<file path="src/rtl/dds_word_sequencer_if.sv">
// Word/handshake bundle between the sequencer and the DDS SPI word writer.
// Signals: dds_control (word), dds_control_update (load strobe), spi_ready (writer idle).
interface dds_word_sequencer_if;
    logic [15:0] dds_control;
    logic        dds_control_update;
    logic        spi_ready;

    modport master (
        output dds_control,
        output dds_control_update,
        input  spi_ready
    );

    modport slave (
        input  dds_control,
        input  dds_control_update,
        output spi_ready
    );
endinterface

</file>
<file path="src/rtl/dds_word_sequencer.sv">
// Plays a host-programmed table of 16-bit words into the DDS SPI writer,
// pacing on spi_ready with a programmable inter-word gap; single-shot or looped.
// Ports: clk, rstn (sync, active low); tbl_wr_en/addr/data (table write);
//   start, abort, loop_en, seq_len, gap_cycles (control, latched on start);
//   dds (writer bundle, master); busy, done, word_idx, skip_count (status).
// Option: define DDS_SEQ_DEDUP_EN to skip table words equal to the last issued word.
module dds_word_sequencer #(
    parameter int DEPTH       = 16,
    parameter int AW          = 4,
    parameter int GAP_W       = 16,
    parameter int ACK_TIMEOUT = 8
) (
    input  logic                clk,
    input  logic                rstn,
    input  logic                tbl_wr_en,
    input  logic [AW-1:0]       tbl_wr_addr,
    input  logic [15:0]         tbl_wr_data,
    input  logic                start,
    input  logic                abort,
    input  logic                loop_en,
    input  logic [AW:0]         seq_len,
    input  logic [GAP_W-1:0]    gap_cycles,
    dds_word_sequencer_if.master dds,
    output logic                busy,
    output logic                done,
    output logic [AW-1:0]       word_idx,
    output logic [7:0]          skip_count
);

    localparam int TW = $clog2(ACK_TIMEOUT + 1);

    typedef enum logic [2:0] {
        S_IDLE,
        S_ISSUE,
        S_WAIT_ACK,
        S_WAIT_DONE,
        S_GAP,
        S_FINISH
    } state_t;

    state_t state, state_nxt;

    logic [15:0]      tbl [DEPTH];
    logic [AW-1:0]    idx, idx_nxt;
    logic [AW:0]      len, len_nxt;
    logic [GAP_W-1:0] gap, gap_nxt;
    logic [GAP_W-1:0] gcnt, gcnt_nxt;
    logic             lp, lp_nxt;
    logic [TW-1:0]    tcnt, tcnt_nxt;
    logic [15:0]      ctl, ctl_nxt;
    logic             upd, upd_nxt;
    logic             busy_nxt, done_nxt;
    logic [AW-1:0]    word_idx_nxt;
    logic [7:0]       skip_nxt, skip_inc;
    logic [15:0]      cur;
    logic             last, dup;

    // Table has no reset; host contents survive a sequencer reset.
    always_ff @(posedge clk) begin
        if (tbl_wr_en) begin
            tbl[tbl_wr_addr] <= tbl_wr_data;
        end
    end

    // Entry is read live at issue time so late host writes still land.
    assign cur      = tbl[idx];
    assign last     = ({1'b0, idx} == len - 1'b1);
    assign skip_inc = (skip_count == 8'hFF) ? skip_count : skip_count + 8'd1;

`ifdef DDS_SEQ_DEDUP_EN
    // ctl holds the last issued word (0 out of reset).
    assign dup = (cur == ctl);
`else
    assign dup = 1'b0;
`endif

    assign dds.dds_control        = ctl;
    assign dds.dds_control_update = upd;

    always_ff @(posedge clk) begin
        if (!rstn) begin
            state      <= S_IDLE;
            idx        <= '0;
            len        <= '0;
            gap        <= '0;
            gcnt       <= '0;
            lp         <= 1'b0;
            tcnt       <= '0;
            ctl        <= '0;
            upd        <= 1'b0;
            busy       <= 1'b0;
            done       <= 1'b0;
            word_idx   <= '0;
            skip_count <= '0;
        end else begin
            state      <= state_nxt;
            idx        <= idx_nxt;
            len        <= len_nxt;
            gap        <= gap_nxt;
            gcnt       <= gcnt_nxt;
            lp         <= lp_nxt;
            tcnt       <= tcnt_nxt;
            ctl        <= ctl_nxt;
            upd        <= upd_nxt;
            busy       <= busy_nxt;
            done       <= done_nxt;
            word_idx   <= word_idx_nxt;
            skip_count <= skip_nxt;
        end
    end

    always_comb begin
        state_nxt    = state;
        idx_nxt      = idx;
        len_nxt      = len;
        gap_nxt      = gap;
        gcnt_nxt     = gcnt;
        lp_nxt       = lp;
        tcnt_nxt     = tcnt;
        ctl_nxt      = ctl;
        upd_nxt      = 1'b0;
        busy_nxt     = busy;
        done_nxt     = 1'b0;
        word_idx_nxt = word_idx;
        skip_nxt     = skip_count;

        if (abort && state != S_IDLE) begin
            state_nxt = S_IDLE;
            busy_nxt  = 1'b0;
        end else begin
            unique case (state)
                S_IDLE: begin
                    if (start && !abort) begin
                        if (seq_len == '0) begin
                            done_nxt = 1'b1;
                        end else begin
                            len_nxt   = seq_len;
                            gap_nxt   = gap_cycles;
                            lp_nxt    = loop_en;
                            idx_nxt   = '0;
                            busy_nxt  = 1'b1;
                            state_nxt = S_ISSUE;
                        end
                    end
                end
                S_ISSUE: begin
                    if (dup) begin
                        skip_nxt     = skip_inc;
                        word_idx_nxt = idx;
                        gcnt_nxt     = '0;
                        state_nxt    = S_GAP;
                    end else if (dds.spi_ready) begin
                        ctl_nxt      = cur;
                        upd_nxt      = 1'b1;
                        word_idx_nxt = idx;
                        tcnt_nxt     = '0;
                        state_nxt    = S_WAIT_ACK;
                    end
                end
                S_WAIT_ACK: begin
                    // Writer drops a repeated word silently, so a missing
                    // spi_ready fall is counted as a skipped word.
                    if (!dds.spi_ready) begin
                        state_nxt = S_WAIT_DONE;
                    end else if (tcnt + 1'b1 == TW'(ACK_TIMEOUT)) begin
                        skip_nxt  = skip_inc;
                        gcnt_nxt  = '0;
                        state_nxt = S_GAP;
                    end else begin
                        tcnt_nxt = tcnt + 1'b1;
                    end
                end
                S_WAIT_DONE: begin
                    if (dds.spi_ready) begin
                        gcnt_nxt  = '0;
                        state_nxt = S_GAP;
                    end
                end
                S_GAP: begin
                    if (gcnt != gap) begin
                        gcnt_nxt = gcnt + 1'b1;
                    end else if (!last) begin
                        idx_nxt   = idx + 1'b1;
                        state_nxt = S_ISSUE;
                    end else if (lp) begin
                        idx_nxt   = '0;
                        state_nxt = S_ISSUE;
                    end else begin
                        done_nxt  = 1'b1;
                        busy_nxt  = 1'b0;
                        state_nxt = S_FINISH;
                    end
                end
                S_FINISH: begin
                    state_nxt = S_IDLE;
                end
                default: begin
                    state_nxt = S_IDLE;
                    busy_nxt  = 1'b0;
                end
            endcase
        end
    end

endmodule

</file>
<file path="src/flat_wrapper.sv">
// flat-port wrapper written by rule: the top's interface ports become plain ports
module dds_word_sequencer_flat 
#(
    parameter int DEPTH       = 16,
    parameter int AW          = 4,
    parameter int GAP_W       = 16,
    parameter int ACK_TIMEOUT = 8
)
  (clk, rstn, tbl_wr_en, tbl_wr_addr, tbl_wr_data, start, abort, loop_en, seq_len, gap_cycles, busy, done, word_idx, skip_count, dds_dds_control, dds_dds_control_update, dds_spi_ready);
  dds_word_sequencer_if dds_i ();
  input  logic clk;
  input  logic rstn;
  input  logic tbl_wr_en;
  input  logic [AW-1:0] tbl_wr_addr;
  input  logic [15:0] tbl_wr_data;
  input  logic start;
  input  logic abort;
  input  logic loop_en;
  input  logic [AW:0] seq_len;
  input  logic [GAP_W-1:0] gap_cycles;
  output logic busy;
  output logic done;
  output logic [AW-1:0] word_idx;
  output logic [7:0] skip_count;
  output wire logic [$bits(dds_i.dds_control)-1:0] dds_dds_control;
  output wire logic [$bits(dds_i.dds_control_update)-1:0] dds_dds_control_update;
  input wire logic [$bits(dds_i.spi_ready)-1:0] dds_spi_ready;
  assign dds_dds_control = dds_i.dds_control;
  assign dds_dds_control_update = dds_i.dds_control_update;
  assign dds_i.spi_ready = dds_spi_ready;
  dds_word_sequencer #(.DEPTH(DEPTH), .AW(AW), .GAP_W(GAP_W), .ACK_TIMEOUT(ACK_TIMEOUT)) u_core (.clk(clk), .rstn(rstn), .tbl_wr_en(tbl_wr_en), .tbl_wr_addr(tbl_wr_addr), .tbl_wr_data(tbl_wr_data), .start(start), .abort(abort), .loop_en(loop_en), .seq_len(seq_len), .gap_cycles(gap_cycles), .dds(dds_i), .busy(busy), .done(done), .word_idx(word_idx), .skip_count(skip_count));
endmodule
</file>
<file path="config.mk">
export PLATFORM = sky130hd
export DESIGN_NAME = dds_word_sequencer_flat
export DESIGN_NICKNAME = d
export VERILOG_FILES = /design/src/rtl/dds_word_sequencer_if.sv /design/src/rtl/dds_word_sequencer.sv /design/src/flat_wrapper.sv
export SDC_FILE = /design/constraint.sdc
export NUM_CORES = 1
export LEC_CHECK = 0
export CAP_MARGIN = 20
export CORE_ASPECT_RATIO = 2
export CORE_MARGIN = 4
export CORE_UTILIZATION = 37
export CTS_CLUSTER_SIZE = 14
export DETAILED_ROUTE_END_ITERATION = 12
export MAX_ROUTING_LAYER = met4
export PLACE_DENSITY_LB_ADDON = 0.05
export SLEW_MARGIN = 10
export SYNTH_ARGS = -nofsm -noshare
export SYNTH_HDL_FRONTEND = slang
export SYNTH_SLANG_ARGS = --single-unit
</file>
<file path="constraint.sdc">
create_clock -name clk -period 2.9 [get_ports clk]
set_input_delay 0.435 -clock clk [delete_from_list [all_inputs] [get_ports clk]]
set_output_delay 0.435 -clock clk [all_outputs]
set_load 0.005 [all_outputs]
</file>
==> metrics <==
Top FF cell, synth edfxtp_1; GRT overflow 0; Post-synth top cells 256 x edfxtp_1, 104 x nand2_1, 80 x dfxtp_1, 80 x mux4_2, 39 x a21boi_0; Cells after Synth 838; slew at the pin closest to its max-slew limit 0.606 ns; initial core utilization 0.373; WL per Instance between 20 and 25 um; hold worst-path end u_core.idx[1]$_SDFFE_PN0P_; placed cells 1357; RD Place Congestion 0.857; combinational power share 0.044; Max clock buf depth 3; CTS root buf clkbuf_16; Register Area a little over 9000 um2; mean post-synth cell area 16.2 um2; Post-Synth Adder-Cell Area 0.00461; Int Pwr around 7600 uW; Clk Latency, worst-skew pair 0.56 ns; Sw Ratio 0.209; Die ar. 40000 um2; Worst slew margin 0.592; FF+latch count, synth roughly 340; number of fillers in the final layout 3237; clk sink count 336; largest net degree at the start of global routing 62; area fraction of the dominant cell type after synthesis 0.567; total wire length 32.9 mm; first-pass GRT wire length 49.6 mm; Buffers on Ports 78; worst setup margin 0.491 ns; routed vias/inst 5.29; Die Y approximately 280 um; initial antenna violation count 0; fin crit share 0.831; post_cts resized 0; cell taking the most area after synthesis edfxtp_1; mux contribution to synthesized area 0.135; Reg power frac 0.551; maximum vdd drop 0.501 mV; # Max-Cap Violations 0; HPWL after DPL approximately 20 mm; Arrival @ worst endpoint just under 3 ns; Leak Pwr 0.00510 uW; share of layout cells above drive strength 1 0.188; Hold Crit Start rstn; setup repair bufs after CTS 0; num ports between 70 and 80; Clock Skew 0.00858 ns; post-synthesis sequential area ratio 0.685; area of the multi-input gates 4090 um2; Power Total between 9000 and 10000 uW; YS warnings 0; number of antenna cells inserted 0; cell count of the worst hold path 5; FF-to-FF path depth 8; critical path endpoint category flip-flop; Post-synth ARST share 0; Final ANT Viol Nets 0; sw power 2020 uW; fin cells between 1000 and 1500; Rows 99; status complete, no violations; reg2reg start u_core.len[0]$_SDFFE_PN0P_; Worst Hold Class in2reg; cell area after synthesis 13600 um2; CTS tree yes; CTS Hold Bufs 0; Final setup viols 0; Compound-Gate Fraction of Synth Area 0.0503; Synth cell types 62; Clock Power Share 0.406; vias in the first global route 8167; setup_tns 0 ns; fmax 415 MHz; DIE WIDTH 143 um; Initial DRC Count between 300 and 400; worst hold slack between 0.2 and 0.3 ns; count of pins over their slew limit 0; CTS H-tree lvls 1; RSZ-0062 raised after global routing false; final hold violations 0; Crit Path Category reg2reg; nets@finish 989; Reg clk slew, reported paths 0.06 ns; minimum clock period after layout 2.41 ns; largest family of logic cells by synthesized area multiplexers; top cells by area, synth edfxtp_1 57%, mux4_2 13%, dfxtp_1 12%, nand2_1 2.9%, a21boi_0 2.2%; Worst R2R Setup Slack 0.49 ns; Synthesized Nets 891; pre-CTS setup slack 0.186 ns; Area growth, synth to finish 17.7%; Remaining DRCs 0; CP max FO 6; most common cell in the netlist edfxtp_1; Worst R2R End u_core.idx[3]$_SDFFE_PN0P_; DR pass1 iterations 4; CP required 3.40 ns; Synth Area in XOR/XNOR 0.0205; PwrDens about 600 nW/um2; Core Region 36400 um2; Post-synth EDFFs 256; post-synthesis simple-gate area fraction 0.0888; cts bufs inserted 31; GRT Resource Usage Total 0.171; CP Launch Type flip-flop; via count 7467
[cells by family (layout without fill, tap and decap cells)]
logic type	after synthesis	in the layout
muxes	83	83
DFF	336	336
adders and majority gates	5	5
buffers and inverters	51	171
AOI/OAI and AO/OA	100	100
and+or+nand+nor	233	233
xor gates and xnor gates	30	30
[state kept, by name, summed over array words and instances, names as in the netlist, 3 cells and up]
signal / count
u_core.state: 3
u_core.word_idx: 4
u_core.skip_count: 8
u_core.tbl: 256
u_core.gap: 16
u_core.gcnt: 16
u_core.tcnt: 4
u_core.idx: 4
u_core.len: 5
u_core.dds.dds_control: 16
[worst max-delay path by stage]
stage	endpoint	slack, ns	start
after floorplan	u_core.tbl[0][0]$_DFFE_PP_	0.41	tbl_wr_addr[2]
after global placement	u_core.skip_count[6]$_SDFFE_PN0P_	0.27	dds_spi_ready
after detailed placement	u_core.skip_count[4]$_SDFFE_PN0P_	0.19	dds_spi_ready
after CTS	u_core.idx[3]$_SDFFE_PN0P_	0.46	u_core.len[0]$_SDFFE_PN0P_
after global routing	u_core.idx[3]$_SDFFE_PN0P_	0.29	u_core.len[0]$_SDFFE_PN0P_
final	u_core.idx[3]$_SDFFE_PN0P_	0.49	u_core.len[0]$_SDFFE_PN0P_
[power by group through the flow]
stage | clock (uW) | sequential, uW | combinational [uW]
2_1_floorplan | 0 | 5410 | 218
3_3_place_gp | 0 | 5420 | 418
3_5_place_dp | 0 | 5420 | 431
4_1_cts | 4060 | 5320 | 432
5_1_grt | 4240 | 5320 | 463
6_report | 3920 | 5320 | 422
[critical path, stage by stage, from the launching register on]
cell	delay, ns
dfxtp_1	0.40
inv_1	0.07
ha_1	0.25
xnor2_1	0.15
a221oi_1	0.10
o2111ai_1	0.42
or4b_4	0.54
or3_1	0.35
o21ai_1	0.07
[metrics by stage]
stage                     cell area (um2)  utilization
after floorplan                     13600            -
after global placement              15000        0.412
after detailed placement            15000        0.412
after CTS                           16000        0.439
after global routing                16000        0.439
final                               16000        0.439
[cells in the final DEF (no fill, tap or decap), types with 4 or more instances in the layout]
| master | synthesis | routed |
|---|---|---|
| nand3b_1 | 5 | 5 |
| or3_1 | 12 | 12 |
| a21oi_1 | 18 | 18 |
| inv_1 | 6 | 11 |
| clkdlybuf4s50_1 | 0 | 77 |
| clkbuf_16 | 0 | 33 |
| xnor2_1 | 8 | 8 |
| edfxtp_1 | 256 | 256 |
| nor2b_1 | 10 | 10 |
| a22oi_1 | 5 | 5 |
| nand2_1 | 104 | 104 |
| nor3_1 | 13 | 8 |
| nor2_1 | 26 | 26 |
| nand4_1 | 7 | 7 |
| o21ai_0 | 16 | 16 |
| nand3_1 | 10 | 10 |
| mux4_2 | 80 | 80 |
| nand2b_1 | 6 | 6 |
| nor3_2 | 1 | 6 |
| xor2_1 | 20 | 20 |
| buf_4 | 1 | 30 |
| clkinv_1 | 0 | 4 |
| and2_1 | 12 | 12 |
| a21boi_0 | 39 | 39 |
| dfxtp_1 | 80 | 78 |
| ha_1 | 5 | 5 |
| and3_1 | 6 | 6 |
| clkinv_2 | 0 | 6 |
[cell type report]
cell class | instances | area share
flip-flops and latches | 336 | 0.582
clock buffers | 37 | 0.0539
multi-input cells | 451 | 0.256
inverters | 6 | 0.00141
clock inverters | 18 | 0.00666
well taps | 454 | 0.0356
repair buffers | 110 | 0.0652
[per-layer routing]
layer  share of wire  wire [um]  vias to the layer above  GRT usage
li1                -          -                     3428          -
met4           0.028        924                        0     0.0541
met2            0.58      19100                      158      0.327
met1            0.35      11600                     3833      0.179
met5               0          0                        -          -
met3           0.040       1300                       48     0.0206
No activity file was read; power rests on OpenSTA's default activity.
